### config.mk
export PLATFORM = sky130hd
export DESIGN_NAME = rst_seq_debounce
export DESIGN_NICKNAME = d
export VERILOG_FILES = /design/src/rtl/rst_seq_debounce.sv
export SDC_FILE = /design/constraint.sdc
export NUM_CORES = 1
export LEC_CHECK = 0
export ABC_CLOCK_PERIOD_IN_PS = 2950
export CAP_MARGIN = 5
export CORE_MARGIN = 3
export CORE_UTILIZATION = 61
export DETAILED_ROUTE_END_ITERATION = 16
export HOLD_SLACK_MARGIN = 0.03
export PLACE_DENSITY = 0.86
export SYNTH_ARGS = -nofsm -noshare
export SYNTH_HDL_FRONTEND = slang
export SYNTH_SLANG_ARGS = --single-unit
### constraint.sdc
create_clock -name clk -period 2.95 [get_ports clk]
set_input_delay 0.295 -clock clk [delete_from_list [all_inputs] [get_ports clk]]
set_output_delay 0.295 -clock clk [all_outputs]
set_load 0.1 [all_outputs]
### src/rtl/rst_seq_debounce.sv
// rst_seq_debounce: per-channel synchroniser and debouncer with one-cycle edge
// flags, feeding an ordered release sequencer for a chain of active-low resets.
//
// Sequencer states
//   state | meaning
//   HOLD  | channel idx still in reset, waiting for its request
//   GAP   | request for channel idx seen, counting the release gap
//   RUN   | every channel released, seq_done_o asserted
module rst_seq_debounce #(
    parameter int N_CH       = 3,
    parameter int DEB_CYCLES = 1000000,
    parameter int DEB_W      = 20,
    parameter int GAP_CYCLES = 1024,
    parameter int GAP_W      = 16,
    parameter bit STICKY     = 1'b1
) (
    input  logic            clk,
    input  logic            rstn,
    input  logic            arm_i,
    input  logic [N_CH-1:0] btn_i,
    output logic [N_CH-1:0] deb_o,
    output logic [N_CH-1:0] rise_o,
    output logic [N_CH-1:0] fall_o,
    output logic [N_CH-1:0] rst_n_o,
    output logic            seq_done_o
);

    localparam int               IDX_W    = $clog2(N_CH + 1);
    localparam logic [DEB_W-1:0] DEB_LAST = DEB_W'(DEB_CYCLES - 1);
    localparam logic [GAP_W-1:0] GAP_LAST = GAP_W'(GAP_CYCLES - 1);
    localparam logic [IDX_W-1:0] IDX_LAST = IDX_W'(N_CH - 1);

    typedef enum logic [1:0] {
        HOLD = 2'd0,
        GAP  = 2'd1,
        RUN  = 2'd2
    } state_t;

    logic [N_CH-1:0]  sync1_q, sync2_q;
    logic [N_CH-1:0]  deb_q, deb_d;
    logic [N_CH-1:0]  rise_q, rise_d;
    logic [N_CH-1:0]  fall_q, fall_d;
    logic [DEB_W-1:0] deb_cnt_q [N_CH];
    logic [DEB_W-1:0] deb_cnt_d [N_CH];
    logic [N_CH-1:0]  req;

    state_t           state_q;
    logic [IDX_W-1:0] idx_q;
    logic [GAP_W-1:0] gap_q;
    logic [N_CH-1:0]  rst_n_q;
    logic             done_q;

    logic             req_cur;
    logic [N_CH-1:0]  rel_mask;
    logic [N_CH-1:0]  drop_mask;
    logic             drop_hit;
    logic [IDX_W-1:0] drop_idx;

    // Two-flop synchroniser; deliberately untouched by arm_i so it keeps tracking the pins.
    always_ff @(posedge clk or negedge rstn) begin
        if (!rstn) begin
            sync1_q <= '0;
            sync2_q <= '0;
        end else begin
            sync1_q <= btn_i;
            sync2_q <= sync1_q;
        end
    end

    // Debounce next state: count consecutive mismatch cycles, flip and flag on terminal count.
    always_comb begin
        deb_d  = deb_q;
        rise_d = '0;
        fall_d = '0;
        for (int i = 0; i < N_CH; i++) begin
            deb_cnt_d[i] = '0;
            if (!arm_i) begin
                deb_d[i] = 1'b0;
            end else if (sync2_q[i] != deb_q[i]) begin
                if (deb_cnt_q[i] == DEB_LAST) begin
                    deb_d[i]  = sync2_q[i];
                    rise_d[i] = sync2_q[i];
                    fall_d[i] = ~sync2_q[i];
                end else begin
                    deb_cnt_d[i] = deb_cnt_q[i] + 1'b1;
                end
            end
        end
    end

    // Debounce registers.
    always_ff @(posedge clk or negedge rstn) begin
        if (!rstn) begin
            deb_q  <= '0;
            rise_q <= '0;
            fall_q <= '0;
            for (int i = 0; i < N_CH; i++) deb_cnt_q[i] <= '0;
        end else begin
            deb_q  <= deb_d;
            rise_q <= rise_d;
            fall_q <= fall_d;
            for (int i = 0; i < N_CH; i++) deb_cnt_q[i] <= deb_cnt_d[i];
        end
    end

    generate
        if (STICKY) begin : g_sticky
            logic [N_CH-1:0] req_q;

            // Latch a request the cycle after its rise flag; only reset or disarm clears it.
            always_ff @(posedge clk or negedge rstn) begin
                if (!rstn) begin
                    req_q <= '0;
                end else if (!arm_i) begin
                    req_q <= '0;
                end else begin
                    req_q <= req_q | rise_q;
                end
            end

            assign req = req_q;
        end else begin : g_level
            assign req = deb_q;
        end
    endgenerate

    // Decode the current channel and find the lowest released channel whose request dropped.
    always_comb begin
        req_cur   = 1'b0;
        rel_mask  = '0;
        drop_mask = '0;
        drop_hit  = 1'b0;
        drop_idx  = '0;
        for (int j = 0; j < N_CH; j++) begin
            if (IDX_W'(j) == idx_q) begin
                req_cur     = req[j];
                rel_mask[j] = 1'b1;
            end
        end
        for (int j = N_CH - 1; j >= 0; j--) begin
            if ((IDX_W'(j) < idx_q) && !req[j]) begin
                drop_hit = 1'b1;
                drop_idx = IDX_W'(j);
            end
        end
        for (int j = 0; j < N_CH; j++) begin
            drop_mask[j] = (IDX_W'(j) >= drop_idx);
        end
    end

    // Release sequencer; a drop pulls the chain back before any release due on the same edge.
    always_ff @(posedge clk or negedge rstn) begin
        if (!rstn) begin
            state_q <= HOLD;
            idx_q   <= '0;
            gap_q   <= '0;
            rst_n_q <= '0;
            done_q  <= 1'b0;
        end else if (!arm_i) begin
            state_q <= HOLD;
            idx_q   <= '0;
            gap_q   <= '0;
            rst_n_q <= '0;
            done_q  <= 1'b0;
        end else if (drop_hit) begin
            state_q <= HOLD;
            idx_q   <= drop_idx;
            gap_q   <= '0;
            rst_n_q <= rst_n_q & ~drop_mask;
            done_q  <= 1'b0;
        end else begin
            case (state_q)
                HOLD: begin
                    if (req_cur) begin
                        state_q <= GAP;
                        gap_q   <= '0;
                    end
                end
                GAP: begin
                    if (!req_cur) begin
                        state_q <= HOLD;
                        gap_q   <= '0;
                    end else if (gap_q == GAP_LAST) begin
                        rst_n_q <= rst_n_q | rel_mask;
                        idx_q   <= idx_q + 1'b1;
                        gap_q   <= '0;
                        if (idx_q == IDX_LAST) begin
                            state_q <= RUN;
                            done_q  <= 1'b1;
                        end else begin
                            state_q <= HOLD;
                        end
                    end else begin
                        gap_q <= gap_q + 1'b1;
                    end
                end
                RUN: begin
                end
                default: begin
                    state_q <= HOLD;
                end
            endcase
        end
    end

    assign deb_o      = deb_q;
    assign rise_o     = rise_q;
    assign fall_o     = fall_q;
    assign rst_n_o    = rst_n_q;
    assign seq_done_o = done_q;

endmodule
==> metrics.md, run 1 <==
| Metric | Value |
|---|---|
| CTS buffer count | `9` |
| Clock power frac | `0.376` |
| Psw | `537 uW` |
| Clock Skews | `0.00914 ns` |
| Int Power | `~1.8 mW` |
| Half-perimeter wire length after placement | `6.60 mm` |
| Clock Latency Late Sink | `0.36 ns` |
| Synthesized area per cell | `approximately 10 sq um` |
| Ys flop type | `dfrtp_1` |
| Clk slew on worst S/H paths | `0.10 ns` |
| Final nets | `~540` |
| Worst-path fanout max | `16` |
| Setup Viol. Count Final | `0` |
| Asr flop ratio synth | `1.00` |
| Vias | `3700` |
| Gr usage total | `0.225` |
| Distinct cells, synth | `59` |
| Nature of the critical path startpoint | `register` |
| Synthesized netlist cell count | `501` |
| Reg power frac | `0.593` |
| IO Pins | `19` |
| Cell Pwr Density | `437 mW/mm^2` |
| Vias per Instance | `5.88` |
| Slew @ Worst Pin | `~1 ns` |
| Initial antenna violation count | `0` |
| Seq/Total Area, Yosys | `0.511` |
| GRT overflow | `0` |
| Commonest non-fill, non-tap cell in the layout | `dfrtp_1` |
| Post-route insts no fill | `629` |
| # diodes | `0` |
| CTS tree | `yes` |
| Period utilization | `0.797` |
| Final instance area | `0.00545 sq mm` |
| Final setup TNS | `0 ns` |
| Inst Count DP | `612` |
| Routed Antenna Nets | `0` |
| Fillers | `583` |
| Max Slew Vio Count | `0` |
| Vias in the first global route | `3530` |
| Largest net degree at the start of global routing | `55` |
| Placed cell area | `0.00523 sq mm` |
| Post-CTS Setup Bufs | `0` |
| First-pass GRT wire length | `roughly 16 mm` |
| Critical Path Sink Type | `register` |
| Critical Path RT | `roughly 3.2 ns` |
| Core box area | `0.00785 sq mm` |
| Synthesis-to-finish area growth | `9.09%` |
| Arrival time worst endpoint | `2.60 ns` |
| Post-synth EDFFs | `0` |
| Min-delay worst type | `register to register` |
| Switch share | `0.226` |
| Final Critical Period | `2.35 ns` |
| Max-Slew Margin vs Limit | `0.327` |
| Row count | `32` |
| Layout cells sized above 1 | `0.0892` |
| Max cap viols | `0` |
| CTS H-tree depth | `3` |
| RSZ-0062 raised after global routing | `no` |
| Clk sinks | `102` |
| Peak supply drop | `around 0.33 mV` |
| 1st-iter DRT viols | `196` |
| Routed Wire Length | `9.49 mm` |
| Synthesis warning total | `0` |
| Die height | `around 96 microns` |
| Routed len/inst | `15.1 microns` |
| CTS Buffer Depth | `2` |
| Yosys reg bits | `102` |
| Max Freq | `425 MHz` |
| Die Wd | `96.5 microns` |
| Synthesized Nets | `515` |
| Drt drc | `0` |
| Clk root buf | `clkbuf_8` |
| Most frequent cells in the layout | `dfrtp_1, nor2_1, nand2_1, xor2_1, nand3_1` |
| Gate power share | `0.031` |
| GPL Wtd Cong | `0.891` |
| Leakage power | `approximately 2.2 nW` |
| First-pass DRT Iterations | `6` |
| Final hold vios | `0` |
| DIE AREA | `0.00931 sq mm` |
| PortBufs | `18` |
| Initial Util | `0.636` |
| Outcome | `completed` |
| Syn Std Cell Area | `0.00499 sq mm` |
| Setup Crit Path Kind | `register to register` |
worst max-delay path, cell delays in order (launching register included):
cell	delay, ns
dfrtp_1	0.43
or4_4	0.57
nor4_4	0.41
or3_1	0.51
nor2_1	0.10
o22a_1	0.21
Yosys cell counts, types with 4 or more instances:
library cell,count,area share
dfrtp_1,102,0.51
nor2_1,80,0.060
nand2_1,41,0.031
xor2_1,32,0.056
nand3_1,31,0.031
xnor2_1,26,0.046
nor3_1,20,0.020
inv_1,17,0.013
o21ai_0,15,0.015
nand4_1,14,0.018
and3_1,9,0.011
a21oi_1,8,0.0080
ha_1,8,0.020
nor3b_1,8,0.012
and4_1,7,0.012
clkbuf_1,6,0.0045
nor4_1,5,0.0063
nor4b_1,5,0.0088
buf_2,4,0.0040
mux2i_1,4,0.0080
nor2b_1,4,0.0050
o21a_1,4,0.0060
state kept, by name, summed over array words and instances (netlist names), 3 cells and up:
register and cells:
deb_cnt_q 60, deb_o 3, fall_o 3, g_sticky.req_q 3
gap_q 16, rise_o 3, rst_n_o 3, sync1_q 3
sync2_q 3
what timing repair did:
| item | CTS | global route |
|---|---|---|
| endpoints found under the hold margin | 48 | 0 |
| gates resized for setup | 0 | 0 |
| hold buffers | 1 | 0 |
stage by stage:
step / setup WS, ns / hold WS (ns) / utilization / power (mW)
global placement: 0.684 / 0.334 / 0.667 / 1.51
floorplan: 0.923 / -0.000591 / - / 1.47
global route: 0.387 / 0.336 / 0.694 / 2.48
finish: 0.600 / 0.348 / 0.694 / 2.38
detailed placement: 0.628 / 0.338 / 0.667 / 1.52
CTS: 0.615 / 0.342 / 0.694 / 2.41
cell type report:
| type | instances | area [sq um] | share of cell area |
|---|---|---|---|
| Clock buffer | 10 | 138 | 0.0253 |
| Tap cell | 102 | 128 | 0.0234 |
| Inverter | 17 | 63.8 | 0.0117 |
| Clock inverter | 6 | 67.6 | 0.0124 |
| Timing Repair Buffer | 23 | 198 | 0.0363 |
| Sequential cell | 102 | 2550 | 0.468 |
| Multi-Input combinational cell | 369 | 2300 | 0.423 |
cell families (layout without fill, tap and decap cells):
group,count (synthesis),after routing,share of synthesized area
compound gates,50,50,0.0704
mux,4,4,0.00802
buf+inv,30,56,0.0281
fa+ha+maj,8,8,0.0200
simple gates,249,249,0.261
flops,102,102,0.511
xor+xnor,58,58,0.102
layer usage:
metal,up-vias,global-route usage,share of wire
li1,1773,-,-
met1,1840,0.318,0.45
met3,11,0.0596,0.037
met2,76,0.346,0.50
met5,-,0,0
met4,0,0.0654,0.0082
path summary, 6_finish.rpt:
| kind | start | end | slack (ns) | depth (start not counted) |
|---|---|---|---|---|
| worst max-delay path | gap_q[12]$_DFFE_PN0P_ | gap_q[14]$_DFFE_PN0P_ | 0.60 | 5 |
| worst max register to register | gap_q[12]$_DFFE_PN0P_ | gap_q[14]$_DFFE_PN0P_ | 0.60 | 5 |
| worst min register to register | sync1_q[0]$_DFF_PN0_ | sync2_q[0]$_DFF_PN0_ | 0.35 | 0 |
| max in group asynchronous | rstn | sync2_q[1]$_DFF_PN0_ | 1.78 | 3 |
| worst min-delay path | sync1_q[0]$_DFF_PN0_ | sync2_q[0]$_DFF_PN0_ | 0.35 | 0 |
| min in group asynchronous | rstn | gap_q[5]$_DFFE_PN0P_ | 0.49 | 2 |
power groups by stage:
stage,sequential [mW],combinational [mW],clock [mW]
detailed placement,1.44,0.0758,0
global route,1.41,0.0853,0.982
finish,1.41,0.0750,0.895
CTS,1.41,0.0773,0.922
global placement,1.44,0.0734,0
floorplan,1.44,0.0307,0
No activity file was read; power rests on OpenSTA's default activity.
==> run 2: changes to the inputs <==
ABC_CLOCK_PERIOD_IN_PS = 2050   (was 2950)
CORE_UTILIZATION = 55   (was 61)
PLACE_DENSITY = 0.82   (was 0.86)
clock period = 2.05 ns   (was 2.95 ns; I/O delays follow)
==> metrics.md, run 2 (synthesis results as in run 1) <==
| Metric | Value |
|---|---|
| Outcome | `finished, violations left` |
| Failing checks | `negative setup slack` |
| Clk slew on worst S/H paths | `0.10 ns` |
| CTS Buffer Depth | `2` |
| Psw | `813 uW` |
| Sink of the worst hold path | `sync1_q[1]$_DFF_PN0_` |
| Reg2Reg Depth | `5` |
| Setup Crit Path Kind | `register to register` |
| Row count | `34` |
| Initial Util | `0.570` |
| Clock Latency Late Sink | `0.37 ns` |
| Slew @ Worst Pin | `0.524 ns` |
| Worst-path fanout max | `5` |
| CTS tree | `yes` |
| Regs by FF count | `deb_cnt_q (60), gap_q (16)` |
| Clock power frac | `0.360` |
| Initial antenna violation count | `0` |
| CTS H-tree depth | `3` |
| Worst r2r src | `gap_q[12]$_DFFE_PN0P_` |
| Inst Count DP | `about 640` |
| Most frequent cells in the layout | `dfrtp_1, nor2_1, buf_4, nand2_1, xor2_1` |
| # diodes | `0` |
| Max-Slew Margin vs Limit | `0.651` |
| Max Freq | `roughly 460 MHz` |
| Half-perimeter wire length after placement | `6.88 mm` |
| Period utilization | `1.07` |
| Synthesis-to-finish area growth | `16.6%` |
| RSZ-0062 raised after global routing | `yes` |
| Leakage power | `between 2 and 2.5 nW` |
| Placed cell area | `0.00540 sq mm` |
| Die height | `101 microns` |
| Routed Wire Length | `10.5 mm` |
| Final nets | `approximately 570` |
| Final setup TNS | `-0.205 ns` |
| R2r setup slk | `-0.14 ns` |
| Worst setup margin | `-0.142 ns` |
| Vias in the first global route | `3853` |
| Min-delay worst type | `input port to register` |
| First-pass GRT wire length | `about 17 mm` |
| Reg power frac | `0.604` |
| Critical Path Sink Type | `register` |
| Final hold vios | `0` |
| Setup Viol. Count Final | `4` |
| Routed len/inst | `15.7 microns` |
| Drt drc | `0` |
| Final core occ | `0.665` |
| Clk root buf | `clkbuf_8` |
| DIE AREA | `0.0103 sq mm` |
| Arrival time worst endpoint | `2.43 ns` |
| Final instance area | `approximately 0.0058 sq mm` |
| Nature of the critical path startpoint | `register` |
| GPL Wtd Cong | `0.850` |
| Core box area | `0.00876 sq mm` |
| Min Hold Slack | `0.265 ns` |
| Largest reg by FF count | `deb_cnt_q` |
| Critical Path RT | `2.28 ns` |
| Largest net degree at the start of global routing | `103` |
| 1st-iter DRT viols | `155` |
| Switch share | `0.242` |
| Cell Pwr Density | `just under 600 mW/mm^2` |
| Clock Skews | `0.0126 ns` |
| PortBufs | `18` |
| Peak supply drop | `about 0.37 mV` |
| Layout cells sized above 1 | `0.186` |
| GRT overflow | `0` |
| First-pass DRT Iterations | `5` |
| Clk sinks | `102` |
| Fillers | `652` |
| R2R Path End | `idx_q[1]$_DFFE_PN0P_` |
| Int Power | `2.55 mW` |
| IO Pins | `19` |
| Max FFs per register | `60` |
| Max Slew Vio Count | `0` |
| Final Critical Period | `2.19 ns` |
| Gr usage total | `0.205` |
| Max cap viols | `0` |
| CTS buffer count | `9` |
| Hold Path Depth | `1` |
| Vias per Instance | `about 5.8` |
| Vias | `between 3k and 4k` |
| Gate power share | `0.036` |
| Commonest non-fill, non-tap cell in the layout | `dfrtp_1` |
| Post-route insts no fill | `668` |
| Routed Antenna Nets | `0` |
| Die Wd | `101 microns` |
| Worst hold start | `btn_i[1]` |
-- run 2: changes by cell type in the layout (fill, tap and decap cells not counted), sizes merged --
cell	previous run	this run
buf	18	51
bufinv	1	0
clkinv	1	2
-- run 2: worst max-delay path by stage --
| stage | depth (start not counted) | from | to |
|---|---|---|---|
| global placement | 5 | gap_q[13]$_DFFE_PN0P_ | idx_q[1]$_DFFE_PN0P_ |
| CTS | 8 | idx_q[0]$_DFFE_PN0P_ | gap_q[9]$_DFFE_PN0P_ |
| finish | 5 | gap_q[12]$_DFFE_PN0P_ | idx_q[1]$_DFFE_PN0P_ |
| floorplan | 8 | idx_q[0]$_DFFE_PN0P_ | gap_q[12]$_DFFE_PN0P_ |
| detailed placement | 7 | idx_q[0]$_DFFE_PN0P_ | gap_q[12]$_DFFE_PN0P_ |
| global route | 5 | gap_q[12]$_DFFE_PN0P_ | idx_q[1]$_DFFE_PN0P_ |
-- run 2: timing repair --
| item | in CTS | in global routing |
|---|---|---|
| gates resized for setup | 3 | 29 |
| endpoints found under the setup margin | 9 | 54 |
| hold buffers | 1 | 0 |
| buffers inserted | 3 | 11 |
| hold endpoints to repair | 102 | 0 |
| pin swaps | 1 | 11 |
-- run 2: metal layers --
metal  global-route usage  vias to the layer above  wire [microns]
met1                0.260                     1921            4470
met3               0.0420                       15             322
met2                0.358                       64            5510
met5                    0                        -               0
li1                     -                     1848               -
met4               0.0521                        0             161
-- run 2: layout make-up --
cell class | instances | area, sq um | share of cell area
clock buffers | 10 | 138 | 0.0236
clock inverters | 6 | 52.6 | 0.00902
inverters | 17 | 68.8 | 0.0118
multi-input cells | 369 | 2410 | 0.414
flip-flops and latches | 102 | 2550 | 0.439
well taps | 108 | 135 | 0.0232
repair buffers | 56 | 465 | 0.0799
-- run 2: worst max-delay path, cell delays in order, from the launching register on --
cell and delay (ns):
dfrtp_1 0.40, or4_4 0.55, or3_4 0.36, nor3_4 0.36, mux2i_1 0.28, a21oi_1 0.11
-- run 2: metrics by stage --
step / worst slack [ns] / power [mW]
4_1_cts: 0.00855 / 3.39
6_report: -0.142 / 3.37
3_3_place_gp: 0.0691 / 2.19
3_5_place_dp: -0.0689 / 2.19
2_1_floorplan: 0.0228 / 2.11
5_1_grt: -0.124 / 3.49
-- run 2: power by group through the flow --
stage,logic (mW),registers (mW),clock network (mW)
after floorplan,0.0442,2.07,0
after global placement,0.118,2.07,0
after detailed placement,0.120,2.07,0
after CTS,0.122,2.03,1.23
after global routing,0.138,2.04,1.31
final,0.121,2.03,1.21
